===== config.mk =====
export PLATFORM = sky130hd
export DESIGN_NAME = day6_rr_arbiter_4req
export DESIGN_NICKNAME = d
export VERILOG_FILES = /design/src/rtl/day6_rr_arbiter_4req.sv
export SDC_FILE = /design/constraint.sdc
export NUM_CORES = 1
export LEC_CHECK = 0
export CAP_MARGIN = 10
export CORE_MARGIN = 1
export CORE_UTILIZATION = 35
export DETAILED_ROUTE_END_ITERATION = 10
export HOLD_SLACK_MARGIN = 0.06
export SLEW_MARGIN = 10
export SYNTH_ARGS = -nofsm -noshare
export SYNTH_HDL_FRONTEND = slang
export SYNTH_SLANG_ARGS = --single-unit

===== constraint.sdc =====
create_clock -name clk -period 1.96 [get_ports clk]
set_input_delay 0.392 -clock clk [delete_from_list [all_inputs] [get_ports clk]]
set_output_delay 0.392 -clock clk [all_outputs]
set_load 0.05 [all_outputs]

===== src/rtl/day6_rr_arbiter_4req.sv =====
// Four-requester round-robin arbiter with bounded hold time.
// Registered grant index drives a decoded one-hot grant bus.
module day6_rr_arbiter_4req #(
    parameter int MAX_HOLD = 8
) (
    input  logic       clk,
    input  logic       rst,
    input  logic       en,
    input  logic [3:0] req,
    input  logic       done,
    output logic [3:0] gnt,
    output logic [1:0] gnt_idx,
    output logic       gnt_valid,
    output logic       timeout
);

    localparam int CW = $clog2(MAX_HOLD);
    localparam logic [CW-1:0] HOLD_LAST = CW'(MAX_HOLD - 1);

    typedef enum logic {IDLE, GRANT} state_t;

    state_t        state, state_nxt;
    logic [1:0]    ptr, ptr_nxt;
    logic [1:0]    idx_nxt;
    logic [CW-1:0] hold_cnt, hold_nxt;
    logic          valid_nxt, timeout_nxt;
    logic [3:0]    gnt_nxt;

    logic [1:0]    sel_idx;
    logic          sel_hit;
    logic          at_limit, owner_drop, release_now;

    assign at_limit    = (hold_cnt == HOLD_LAST);
    assign owner_drop  = !req[gnt_idx];
    assign release_now = done || owner_drop || at_limit;

    // Walk from the farthest offset back to ptr so the nearest requester wins.
    always_comb begin
        sel_idx = ptr;
        sel_hit = 1'b0;
        for (int k = 3; k >= 0; k--) begin
            if (req[ptr + 2'(k)]) begin
                sel_idx = ptr + 2'(k);
                sel_hit = 1'b1;
            end
        end
    end

    always_comb begin
        state_nxt   = state;
        ptr_nxt     = ptr;
        idx_nxt     = gnt_idx;
        hold_nxt    = hold_cnt;
        valid_nxt   = gnt_valid;
        timeout_nxt = 1'b0;
        case (state)
            IDLE: begin
                if (en && sel_hit) begin
                    state_nxt = GRANT;
                    idx_nxt   = sel_idx;
                    valid_nxt = 1'b1;
                    hold_nxt  = '0;
                end
            end
            GRANT: begin
                if (release_now) begin
                    state_nxt   = IDLE;
                    valid_nxt   = 1'b0;
                    ptr_nxt     = gnt_idx + 2'd1;
                    // A forced release only counts when nothing else ended the grant.
                    timeout_nxt = at_limit && !done && !owner_drop;
                end else begin
                    hold_nxt = hold_cnt + 1'b1;
                end
            end
            default: state_nxt = IDLE;
        endcase
        gnt_nxt = valid_nxt ? (4'b0001 << idx_nxt) : 4'b0000;
    end

    always_ff @(posedge clk) begin
        if (rst) begin
            state     <= IDLE;
            ptr       <= 2'd0;
            gnt_idx   <= 2'd0;
            hold_cnt  <= '0;
            gnt_valid <= 1'b0;
            timeout   <= 1'b0;
            gnt       <= 4'b0000;
        end else begin
            state     <= state_nxt;
            ptr       <= ptr_nxt;
            gnt_idx   <= idx_nxt;
            hold_cnt  <= hold_nxt;
            gnt_valid <= valid_nxt;
            timeout   <= timeout_nxt;
            gnt       <= gnt_nxt;
        end
    end

endmodule


Yosys cells after proc, flatten, opt, wreduce, memory -nomap -nowiden:

Index checks and enable logic that the tools add are counted.

* add/sub/neg operators: 5
* multipliers: 0
* div/mod/pow operators: 0
* order comparisons: 5
* eq/ne operators: 3
* shift operators: 1
* muxes and demuxes: 29
* bitwise logic cells: 3
* reductions and logical operators: 11

Operator list (number)
* 2-bit by 3-bit less-than comparator with 1-bit output, second input constant: 5
* 1-bit two-way mux: 13
* 2-bit two-way mux: 6
* 1-bit binary-select mux with 2-bit select: 5
* 3-bit two-way mux: 2
* 3-bit case mux with 2 select lines: 1
* 2-bit by 1-bit adder with 2-bit output, second input constant: 2
* 2-bit adder, second input constant: 2
* 2-bit inequality test, second input constant: 2
* 1-bit case mux with 2 select lines: 2
* 2-bit AND reduction: 2
* 1-bit by 2-bit left shift with 4-bit output, first input constant: 1
* 3-bit by 1-bit adder with 3-bit output, second input constant: 1
* 3-bit == test, second input constant: 1
* 1-bit logical AND: 3
* 1-bit inverter: 3
* 3-bit OR reduction: 1
* 1-bit logical NOT: 2
* 1-bit logical OR: 2
* 2-bit OR reduction: 1

* register bits: 14
* latch bits: 0
* bits in writable memories: 0
* bits in read-only memories: 0
* logic and storage cells: 64
* memories kept: 0

Longest topological paths before layout:

* word-level depth: 12
* depth in mapped cells: 6
* mapped depth without buffers: 6

Worst setup path after synthesis:

No wires, ideal clock.

* kind: flip-flop to flip-flop
* start point: reg gnt_idx[1]
* end point: reg gnt[0]
* setup time: 0.091 ns
* arrival: 1.703 ns
* slack: 0.166 ns
* stages on the path, launching flop included: 5
* buffers on the path: 0
* cells stage by stage: dfxtp_1 -> or3b_1 -> o221ai_4 -> o211ai_4 -> nor4bb_1

* longest elaborated chain between the ends: 9

RTL lines
* start, declared: line 12 `output logic [1:0] gnt_idx,`
* start signal, assigned: line 93 `gnt_idx <= idx_nxt;`
* 1-bit binary-select mux with 2-bit select: line 34 `assign owner_drop = !req[gnt_idx];`
* 1-bit two-way mux (implied by the code): line 34
* 1-bit logical NOT: line 34
* 1-bit logical OR (2 in a row): line 35 `assign release_now = done || owner_drop || at_limit;`
* 1-bit two-way mux: line 66 `if (release_now) begin`
* 1-bit case mux with 2 select lines: line 56 `case (state)`
* 1-bit inverter (no source line)
* 2-bit OR reduction (no source line)
* end signal, assigned: line 97 `gnt <= gnt_nxt;`
* end, declared: line 11 `output logic [3:0] gnt,`

Several ways; a longest one is shown, not always the timed one. The select of a mux whose other input is x is not followed.
A chain may end at the register's enable or synchronous reset.

Worst setup path after layout:

* start point: reg gnt_valid
* end point: out gnt_valid

RTL lines
* start, declared: line 13 `output logic gnt_valid,`
* start signal, assigned: line 95 `gnt_valid <= valid_nxt;`

No word-level cell between the ends.

==> impl_results.md <==
- Root buf cell: clkbuf_4
- Synth Flop Type: dfxtp_1
- Sum of negative setup slack: 0 ns
- CP Capture Type: output pin
- Worst slack, placed: -0.139 ns
- Worst EP required: 1.57 ns
- GRT Total Usage: 0.161
- Initial core utilization: 0.374
- Worst vdd ir: 0.000317 V
- Leak: 0.414 nW
- Final Skew: 0.000545 ns
- Largest net degree at the start of global routing: 10
- Drt initial violations: 1
- Final WS setup: 0.0695 ns
- Initial DRT Pass Iterations: 4
- Max-cap violation count: 0
- Worst EP arrival: 1.50 ns
- WL/cell: 12.5 um
- H-tree lvl count: 1
- Port buffer count: 15
- Period utilisation layout: 0.965
- Final min period: 1.89 ns
- Critical path cell sequence: clkdlybuf4s50_1
- Worst-path clk slew: 0.09 ns
- Layout cell share with drive strength beyond 1: 0.277
- Vias in the first global route: 586
- Worst-path maximum fanout: 2
- Final Core Density: 0.525
- Async SR Flop Fraction: 0
- Mapped Area: 733 sq um
- Final Total Pwr: 0.000683 W
- Final wirelength: 1610 um
- Die span in y: 47.8 um
- ANT nets after route: 0
- First-pass GRT wire length: 2490 um
- Die width: 47.8 um
- Mapped Nets: 82
- Fin Hold WS: 0.490 ns
- Hold Path Class: reg2reg
- Critical path's slowest cell: clkdlybuf4s50_1
- Number of flops mapped to enable cells by yosys: 0
- CP Buf/Inv Count: 1
- RSZ-0062 raised after global routing: no
- Yosys top cell area share: 0.382
- Slew Viols, Final: 0
- Cell taking the most area after synthesis: dfxtp_1
- CP top delay family: buffers and inverters
- Core Area: 1960 sq um
- Top post-synthesis cells by area: dfxtp_1 (38%), mux2i_1 (4.1%), o221ai_4 (3.6%), ha_1 (3.4%), nor2b_1 (3.4%)
- F_max: 529 MHz
- Bufs on Longest Clock Path: 2
- Routability cong.: 0.783
- Final setup vio count: 0
- Seq/Total Area, Yosys: 0.382
- CTS tree: done
- Hold buffers post-CTS: 0
- Dpl hpwl: 1240 um
- # IOs: 16
- Clock buffer count from CTS: 3
- Max stage delay on crit path: 0.82 ns
- Net total in the final layout: 112
- Startpoint Class: flip-flop
- Antenna Cells: 0
- CTS Sinks: 14
- Initial antenna violation count: 0
- Final hold vios: 0
- Mean Syn Cell Area: 10.2 sq um
- Unique masters post-synth: 36
- Synth Instances: 72
- Synth Register Bits: 14
- Via count: 644
- Synth warn: 0
- Area growth, synth to finish: 40.4%
- Pwr dens: 663 nW/um^2
- Die area: 2280 sq um
- Status: complete, no violations
- Slew margin rel.: 0.663
- Worst-skew pair later-pin latency: 0.28 ns
- Slew @ Worst Pin: 0.504 ns
- Congestion Overflow GR: 0
- Residual DRC: 0
- Crit path kind: reg2out
- Row count: 16
- DR vias/cell: 5.03
-- flip-flops by register name, indices dropped and copies added (netlist names) --
name and count:
gnt 4, hold_cnt 3, gnt_idx 2, ptr 2, gnt_valid 1, state 1, timeout 1
-- routing by layer --
layer  global-route usage  wire length, um
met1                0.209              791
met2                0.259              720
met3               0.0226               60
met4               0.0833               34
met5                    0                0
-- worst paths after layout --
path	start	end	slack (ns)	cells after the start
max reg2reg	hold_cnt[0]$_SDFFE_PP0P_	gnt[0]$_SDFF_PP0_	0.10	6
min reg2reg	hold_cnt[1]$_SDFFE_PP0P_	hold_cnt[1]$_SDFFE_PP0P_	0.49	2
min	hold_cnt[1]$_SDFFE_PP0P_	hold_cnt[1]$_SDFFE_PP0P_	0.49	2
max	gnt_valid$_SDFF_PP0_	gnt_valid	0.07	1
-- report_power, final --
part	leakage, nW	internal (W)	total, W	switching [W]
Combinational	0.279	0.0000779	0.000162	0.0000836
Clock	0.0210	0.000113	0.000213	0.0000996
Sequential	0.114	0.000296	0.000309	0.0000126
-- placed cells by master, fill, tap and decap left out --
| cell | instances |
|---|---|
| a21oi_1 | 4 |
| clkbuf_8 | 1 |
| o211ai_4 | 1 |
| and3_1 | 1 |
| nor2_1 | 6 |
| mux2i_1 | 3 |
| clkbuf_4 | 3 |
| a2111o_1 | 1 |
| nand3_1 | 4 |
| nand4_1 | 1 |
| nor3b_2 | 1 |
| ha_1 | 2 |
| and2b_2 | 1 |
| or4_4 | 1 |
| and4_1 | 1 |
| inv_1 | 2 |
| or3b_4 | 1 |
| dfxtp_1 | 14 |
| o21a_1 | 1 |
| o221ai_4 | 1 |
| a31oi_4 | 1 |
| or2_2 | 1 |
| nor3_1 | 1 |
| o31ai_1 | 1 |
| buf_4 | 14 |
| and2_4 | 1 |
| nor3b_1 | 2 |
| a32oi_1 | 1 |
| o21ai_0 | 1 |
| o21bai_1 | 2 |
| a21boi_1 | 1 |
| or3_1 | 1 |
| nor2b_1 | 4 |
| nand2_1 | 4 |
| nor4bb_1 | 1 |
| xor2_1 | 1 |
| clkdlybuf4s50_1 | 13 |
| mux4_2 | 1 |
-- cells in the mapped netlist (2+ instances only) --
cell type,instances
o21bai_1,2
nor3b_1,2
nand3_1,4
mux2i_1,3
ha_1,2
a21oi_1,4
nor2_1,6
nand2_1,4
dfxtp_1,14
nor2b_1,4
inv_1,2
-- stage by stage --
stage,instance area (sq um),cells
6_report,1030,128
2_1_floorplan,733,72
3_5_place_dp,991,124
3_3_place_gp,991,124
5_1_grt,1030,128
4_1_cts,1030,128
-- cells by family after synthesis --
group                      count (synthesis)  share of synthesized area
buffers and inverters                      4                     0.0256
muxes                                      4                     0.0717
AOI/OAI and AO/OA                         15                      0.206
xor gates and xnor gates                   1                     0.0119
and+or+nand+nor                           32                      0.268
adders and majority gates                  2                     0.0341
DFF                                       14                      0.382
-- worst register-to-register path: stages, from the launching register on --
cell      delay (ns)
dfxtp_1         0.34
ha_1            0.20
ha_1            0.21
or3b_4          0.39
o221ai_4        0.23
o211ai_4        0.14
nor4bb_1        0.27
-- repair_timing --
action                     4_1_cts  5_1_grt
gates resized for setup          0        1
hold endpoints to repair         0        0
setup endpoints to repair        0        1
setup buffers                    0        0
-- final cells by class --
type,instances,area (sq um)
flip-flops and latches,14,280
fillers,192,932
inverters,2,7.51
multi-input cells,54,437
repair buffers,27,235
well taps,27,33.8
clock buffers,4,36.3
No activity file was read; power rests on OpenSTA's default activity.
